$ cat config.mk
export PLATFORM = sky130hd
export DESIGN_NAME = vga_timing_gen_flat
export DESIGN_NICKNAME = d
export VERILOG_FILES = /design/src/rtl/vga_timing_pkg.sv /design/src/rtl/vga_timing_gen_if.sv /design/src/rtl/vga_axis_counter.sv /design/src/rtl/vga_timing_gen.sv /design/src/flat_wrapper.sv
export SDC_FILE = /design/constraint.sdc
export NUM_CORES = 1
export LEC_CHECK = 0
export ABC_AREA = 1
export BUFFER_PORTS_ARGS = -buffer_cell sky130_fd_sc_hd__buf_2
export CAP_MARGIN = 25
export CORE_MARGIN = 4
export CORE_UTILIZATION = 51
export CTS_BUF_LIST = sky130_fd_sc_hd__clkbuf_4 sky130_fd_sc_hd__clkbuf_8
export DETAILED_ROUTE_END_ITERATION = 6
export PLACE_DENSITY = 0.78
export SLEW_MARGIN = 10
export SYNTH_ARGS = -nofsm -noshare
export SYNTH_HDL_FRONTEND = slang
export SYNTH_HIERARCHICAL = 1
export SYNTH_SLANG_ARGS = --single-unit
$ cat constraint.sdc
create_clock -name vga_clk -period 2.13 [get_ports vga_clk]
set_input_delay 0.426 -clock vga_clk [delete_from_list [all_inputs] [get_ports vga_clk]]
set_output_delay 0.426 -clock vga_clk [all_outputs]
set_load 0.1 [all_outputs]
$ cat src/rtl/vga_timing_pkg.sv
// Shared VGA timing types and default 640x480@60 porch/sync values.
// Renderers import coord_t from here so they agree on coordinate width.
package vga_timing_pkg;

  localparam int unsigned COORD_W     = 10;
  localparam int unsigned FRAME_CNT_W = 8;

  typedef logic [COORD_W-1:0] coord_t;

  localparam int unsigned H_VISIBLE_DEF = 640;
  localparam int unsigned H_FP_DEF      = 16;
  localparam int unsigned H_SYNC_DEF    = 96;
  localparam int unsigned H_BP_DEF      = 48;
  localparam int unsigned V_VISIBLE_DEF = 480;
  localparam int unsigned V_FP_DEF      = 10;
  localparam int unsigned V_SYNC_DEF    = 2;
  localparam int unsigned V_BP_DEF      = 33;

  localparam int unsigned H_TOTAL_DEF = H_VISIBLE_DEF + H_FP_DEF + H_SYNC_DEF + H_BP_DEF;
  localparam int unsigned V_TOTAL_DEF = V_VISIBLE_DEF + V_FP_DEF + V_SYNC_DEF + V_BP_DEF;

  // Inclusive range test on 10-bit coordinates.
  function automatic logic in_range(coord_t v, coord_t lo, coord_t hi);
    return (v >= lo) && (v <= hi);
  endfunction

endpackage

$ cat src/rtl/vga_timing_gen_if.sv
// Raster timing bundle from vga_timing_gen to the renderers.
// frame_cnt exists only when VGA_FRAME_CNT_EN is defined.
interface vga_timing_gen_if;
  import vga_timing_pkg::*;

  coord_t DrawX;
  coord_t DrawY;
  logic   hs;
  logic   vs;
  logic   blank;
  logic   frame_end;
`ifdef VGA_FRAME_CNT_EN
  logic [FRAME_CNT_W-1:0] frame_cnt;

  modport master (output DrawX, DrawY, hs, vs, blank, frame_end, frame_cnt);
  modport slave  (input  DrawX, DrawY, hs, vs, blank, frame_end, frame_cnt);
`else
  modport master (output DrawX, DrawY, hs, vs, blank, frame_end);
  modport slave  (input  DrawX, DrawY, hs, vs, blank, frame_end);
`endif

endinterface

$ cat src/rtl/vga_axis_counter.sv
// Wrapping 0..TOTAL-1 counter advanced by tick; exposes its next value so
// the parent can register outputs aligned with the counter itself.
module vga_axis_counter
  import vga_timing_pkg::*;
#(
  parameter int unsigned TOTAL = H_TOTAL_DEF
) (
  input  logic   clk,
  input  logic   reset,
  input  logic   tick,
  output coord_t count,
  output coord_t count_nxt_c,
  output logic   wrap
);

  coord_t count_q;
  coord_t count_d;

  always_comb begin
    wrap    = tick && (count_q == COORD_W'(TOTAL - 1));
    count_d = count_q;
    if (reset) begin
      count_d = '0;
    end else if (wrap) begin
      count_d = '0;
    end else if (tick) begin
      count_d = count_q + COORD_W'(1);
    end
  end

  always_ff @(posedge clk) begin
    count_q <= count_d;
  end

  assign count       = count_q;
  assign count_nxt_c = count_d;

endmodule

$ cat src/rtl/vga_timing_gen.sv
// 640x480@60 raster timing: coordinates, syncs, blank and end-of-frame strobe.
// Define VGA_FRAME_CNT_EN to add the 8-bit wrapping frame counter.
module vga_timing_gen
  import vga_timing_pkg::*;
#(
  parameter int unsigned H_VISIBLE = H_VISIBLE_DEF,
  parameter int unsigned H_FP      = H_FP_DEF,
  parameter int unsigned H_SYNC    = H_SYNC_DEF,
  parameter int unsigned H_BP      = H_BP_DEF,
  parameter int unsigned V_VISIBLE = V_VISIBLE_DEF,
  parameter int unsigned V_FP      = V_FP_DEF,
  parameter int unsigned V_SYNC    = V_SYNC_DEF,
  parameter int unsigned V_BP      = V_BP_DEF
) (
  input  logic              vga_clk,
  input  logic              reset,
  vga_timing_gen_if.master  vid
);

  localparam int unsigned H_TOTAL = H_VISIBLE + H_FP + H_SYNC + H_BP;
  localparam int unsigned V_TOTAL = V_VISIBLE + V_FP + V_SYNC + V_BP;

  localparam coord_t HS_START = COORD_W'(H_VISIBLE + H_FP);
  localparam coord_t HS_END   = COORD_W'(H_VISIBLE + H_FP + H_SYNC - 1);
  localparam coord_t VS_START = COORD_W'(V_VISIBLE + V_FP);
  localparam coord_t VS_END   = COORD_W'(V_VISIBLE + V_FP + V_SYNC - 1);
  localparam coord_t H_VIS_C  = COORD_W'(H_VISIBLE);
  localparam coord_t V_VIS_C  = COORD_W'(V_VISIBLE);

  coord_t x_cnt;
  coord_t y_cnt;
  coord_t x_nxt_c;
  coord_t y_nxt_c;
  logic   h_wrap;
  logic   v_wrap_unused;

  vga_axis_counter #(.TOTAL(H_TOTAL)) u_h_cnt (
    .clk         (vga_clk),
    .reset       (reset),
    .tick        (1'b1),
    .count       (x_cnt),
    .count_nxt_c (x_nxt_c),
    .wrap        (h_wrap)
  );

  vga_axis_counter #(.TOTAL(V_TOTAL)) u_v_cnt (
    .clk         (vga_clk),
    .reset       (reset),
    .tick        (h_wrap),
    .count       (y_cnt),
    .count_nxt_c (y_nxt_c),
    .wrap        (v_wrap_unused)
  );

  logic hs_q, hs_d;
  logic vs_q, vs_d;
  logic blank_q, blank_d;
  logic frame_end_q, frame_end_d;

  // Decode from the next counter values so the registered flags line up with DrawX/DrawY.
  always_comb begin
    hs_d        = 1'b1;
    vs_d        = 1'b1;
    blank_d     = 1'b1;
    frame_end_d = 1'b0;
    if (!reset) begin
      hs_d        = !in_range(x_nxt_c, HS_START, HS_END);
      vs_d        = !in_range(y_nxt_c, VS_START, VS_END);
      blank_d     = (x_nxt_c < H_VIS_C) && (y_nxt_c < V_VIS_C);
      frame_end_d = (x_nxt_c == '0) && (y_nxt_c == V_VIS_C);
    end
  end

  always_ff @(posedge vga_clk) begin
    hs_q        <= hs_d;
    vs_q        <= vs_d;
    blank_q     <= blank_d;
    frame_end_q <= frame_end_d;
  end

  assign vid.DrawX     = x_cnt;
  assign vid.DrawY     = y_cnt;
  assign vid.hs        = hs_q;
  assign vid.vs        = vs_q;
  assign vid.blank     = blank_q;
  assign vid.frame_end = frame_end_q;

`ifdef VGA_FRAME_CNT_EN
  logic [FRAME_CNT_W-1:0] frame_cnt_q;
  logic [FRAME_CNT_W-1:0] frame_cnt_d;

  // Advances on the edge that ends the frame_end cycle.
  always_comb begin
    frame_cnt_d = frame_cnt_q;
    if (reset) begin
      frame_cnt_d = '0;
    end else if (frame_end_q) begin
      frame_cnt_d = frame_cnt_q + FRAME_CNT_W'(1);
    end
  end

  always_ff @(posedge vga_clk) begin
    frame_cnt_q <= frame_cnt_d;
  end

  assign vid.frame_cnt = frame_cnt_q;
`endif

endmodule

$ cat src/flat_wrapper.sv
// flat-port wrapper written by rule: the top's interface ports become plain ports
module vga_timing_gen_flat import vga_timing_pkg::*;
#(
  parameter int unsigned H_VISIBLE = H_VISIBLE_DEF,
  parameter int unsigned H_FP      = H_FP_DEF,
  parameter int unsigned H_SYNC    = H_SYNC_DEF,
  parameter int unsigned H_BP      = H_BP_DEF,
  parameter int unsigned V_VISIBLE = V_VISIBLE_DEF,
  parameter int unsigned V_FP      = V_FP_DEF,
  parameter int unsigned V_SYNC    = V_SYNC_DEF,
  parameter int unsigned V_BP      = V_BP_DEF
)
  (vga_clk, reset, vid_DrawX, vid_DrawY, vid_hs, vid_vs, vid_blank, vid_frame_end);
  vga_timing_gen_if vid_i ();
  input  logic vga_clk;
  input  logic reset;
  output wire logic [$bits(vid_i.DrawX)-1:0] vid_DrawX;
  output wire logic [$bits(vid_i.DrawY)-1:0] vid_DrawY;
  output wire logic [$bits(vid_i.hs)-1:0] vid_hs;
  output wire logic [$bits(vid_i.vs)-1:0] vid_vs;
  output wire logic [$bits(vid_i.blank)-1:0] vid_blank;
  output wire logic [$bits(vid_i.frame_end)-1:0] vid_frame_end;
  assign vid_DrawX = vid_i.DrawX;
  assign vid_DrawY = vid_i.DrawY;
  assign vid_hs = vid_i.hs;
  assign vid_vs = vid_i.vs;
  assign vid_blank = vid_i.blank;
  assign vid_frame_end = vid_i.frame_end;
  vga_timing_gen #(.H_VISIBLE(H_VISIBLE), .H_FP(H_FP), .H_SYNC(H_SYNC), .H_BP(H_BP), .V_VISIBLE(V_VISIBLE), .V_FP(V_FP), .V_SYNC(V_SYNC), .V_BP(V_BP)) u_core (.vga_clk(vga_clk), .reset(reset), .vid(vid_i));
endmodule
==> flow_metrics.env <==
export IMPL_power_density_nw_per_um2=532.9
export IMPL_fin_crit_ns=1.991
export IMPL_vias=1281
export IMPL_cp_max_fo=5
export IMPL_hold_class="in2reg"
export IMPL_finalSetupViolCount=0
export IMPL_syn_area_um2=1309
export IMPL_dieWidth_um=58.66
export IMPL_multi_input_area_um2=769.5
export IMPL_cts_root_buf="clkbuf_4"
export IMPL_pin_count=26
export IMPL_holdCritStartpoint="reset"
export IMPL_routed_via_density=5.104
export IMPL_numClockSinks=24
export IMPL_regArea_um2=513.0
export IMPL_grt_pass1_wl_um=5133
export IMPL_maxCapViolCount=0
export IMPL_grt_max_degree=15
export IMPL_hold_depth=2
export IMPL_setup_ws_ns=0.1392
export IMPL_clockBufferDepth=2
export IMPL_antenna_found_initial=0
export IMPL_fmaxAchievable_mhz=502.3
export IMPL_postCtsHoldBufs=0
export IMPL_power_leakage_nw=0.7454
export IMPL_syn2layout_area_growth_pct=24.76
export IMPL_die_h_um=58.66
export IMPL_n_fill_cell=217
export IMPL_drc=0
export IMPL_wl_per_cell_um=12.29
export IMPL_place_ws_ns=0.06199
export IMPL_overflow=0
export IMPL_wl_um=3086
export IMPL_arrival_ns=2.26
export IMPL_start_util_pct=53.31
export IMPL_drt_iter0_drc=55
export IMPL_die_area_um2=3440
export IMPL_nNetsFinal=227
export IMPL_cts_inserted_buffers=3
export IMPL_synth_area_per_cell_um2=6.925
export IMPL_cp_end_kind="flop"
export IMPL_hold_violations=0
export IMPL_drive_gt1_share_pct=31.67
export IMPL_core_um2=2455
export IMPL_diodes=0
export IMPL_drv_slew=0
export IMPL_num_rows=18
export IMPL_crit_family="simple AND/OR/NAND/NOR gates"
export IMPL_detail_route_antenna_nets=0
export IMPL_insertion_delay_ns=0.32
export IMPL_rrSetupSlack_ns=0.14
export IMPL_dp_hpwl_um=2313
export IMPL_r2r_cells=12
export IMPL_r2r_end="u_core/vid.frame_end$_SDFF_PP0_"
export IMPL_first_global_vias=1192
export IMPL_synth_warnings=6
export IMPL_gp_congestion=0.9032
export IMPL_clkTransAtPathRegs_ns=0.14
export IMPL_port_buffers=25
export IMPL_min_period_over_period_pct=93.47
export IMPL_slowest_stage="dfxtp_4"
export IMPL_ir_drop_mv=0.3994
export IMPL_cp_num_buf_inv=1
export IMPL_crit_type="reg2reg"
export IMPL_cts_tree="yes"
export IMPL_drtPass1Iterations=4
export IMPL_cp_cell_sequence="ha_4 > nand4_1 > nor2_4 > nand3_4 > nor2_4 > buf_4 > xor2_1 > nor2_1 > nand3_2 > nor2_2 > nand2_1 > nor2_1"
export IMPL_power_w=0.0008701
export IMPL_critPathLaunchType="flop"
export IMPL_syn_inst=189
export IMPL_finClkSkew_ns=0.001392
export IMPL_htree_levels=1
export IMPL_hold_slack_ns=0.4473
export IMPL_grt_usage_pct=19.01
export IMPL_status="finished clean"
export IMPL_crit_required_ns=2.40
export IMPL_synth_nets=194
export IMPL_r2r_start="u_core/u_h_cnt/count[1]$_DFF_P_"
export IMPL_crit_path_max_incr_delay_ns=0.38
export IMPL_holdPathEnd="u_core/u_v_cnt/count[5]$_DFF_P_"
## metrics by stage
step	instances	TNS (ns)	area, um^2	util [%]
after global routing	251	-0.04385	1633	66.51
final	251	0	1633	66.51
after floorplan	189	-0.1215	1376	-
after global placement	244	0	1535	62.54
after detailed placement	244	0	1535	62.54
after CTS	248	0	1588	64.68
## state kept, by name (all words and copies together) (netlist names)
| signal | flops |
|---|---|
| u_core/u_h_cnt/count | 10 |
| u_core/u_v_cnt/count | 10 |
| u_core/vid.blank | 1 |
| u_core/vid.frame_end | 1 |
| u_core/vid.hs | 1 |
| u_core/vid.vs | 1 |
## worst reg2reg max path, delay by kind of cell, from the launching register on
kind                     cells  cell delay, ns
AND/OR/NAND/NOR              9            1.26
adder cells (fa/ha/maj)      1            0.13
buffers and inverters        1            0.12
XOR/XNOR                     1            0.05
flip-flops                   1            0.38
## routing by layer
metal / GRT usage (%) / routed length (um)
met5: 0 / 0
met4: 8.091 / 64
met3: 2.851 / 160
met2: 31.10 / 1471
met1: 24.87 / 1390
## final cells by class
type                    count  area share [%]
well taps                  30           2.299
clock buffers               3           1.379
flip-flops and latches     24           31.42
inverters                  26           5.977
clock inverters             1           1.839
multi-input cells         137           47.13
repair buffers             30           9.962
## worst max-delay path by stage
stage / start / cells past startpoint / to / slack, ns
floorplan: u_core/u_h_cnt/count[1]$_DFF_P_ / 13 / u_core/vid.frame_end$_SDFF_PP0_ / -0.05
global placement: u_core/u_h_cnt/count[1]$_DFF_P_ / 14 / u_core/vid.frame_end$_SDFF_PP0_ / 0.12
detailed placement: u_core/u_h_cnt/count[1]$_DFF_P_ / 14 / u_core/vid.frame_end$_SDFF_PP0_ / 0.06
CTS: u_core/u_h_cnt/count[1]$_DFF_P_ / 12 / u_core/vid.frame_end$_SDFF_PP0_ / 0.04
global route: u_core/u_h_cnt/count[0]$_DFF_P_ / 12 / u_core/vid.frame_end$_SDFF_PP0_ / -0.04
finish: u_core/u_h_cnt/count[1]$_DFF_P_ / 12 / u_core/vid.frame_end$_SDFF_PP0_ / 0.14
## placed cells by master (no fill, tap or decap)
cell type,n
nand2_1,35
o21ai_1,1
nand3b_1,5
nand3_4,1
xor2_1,6
nand3_2,4
a21oi_1,5
nor2_2,5
conb_1,1
nor2_1,33
clkbuf_4,3
bufinv_16,1
and3b_1,1
ha_1,2
o21bai_2,2
o21bai_1,1
nor3_1,9
dfxtp_4,7
dfxtp_1,12
buf_4,5
inv_1,25
nand4_1,3
a31oi_1,1
buf_2,25
inv_2,1
nand2_4,1
nand3_1,10
nor2_4,4
dfxtp_2,5
ha_4,1
nand2_2,5
o21ai_0,1
## power by group
part	switching (W)	internal [W]	leakage (nW)
Combinational	0.0000617	0.0000200	0.516
Clock	0.000145	0.000190	0.0279
Sequential	0.00000551	0.000448	0.202
Total	0.000212	0.000658	0.745
## what timing repair did
item	CTS	global route
setup buffers	0	3
resized for setup	0	6
endpoints found under the setup margin	0	3
Note: power is estimated with default switching activity, not from simulation.
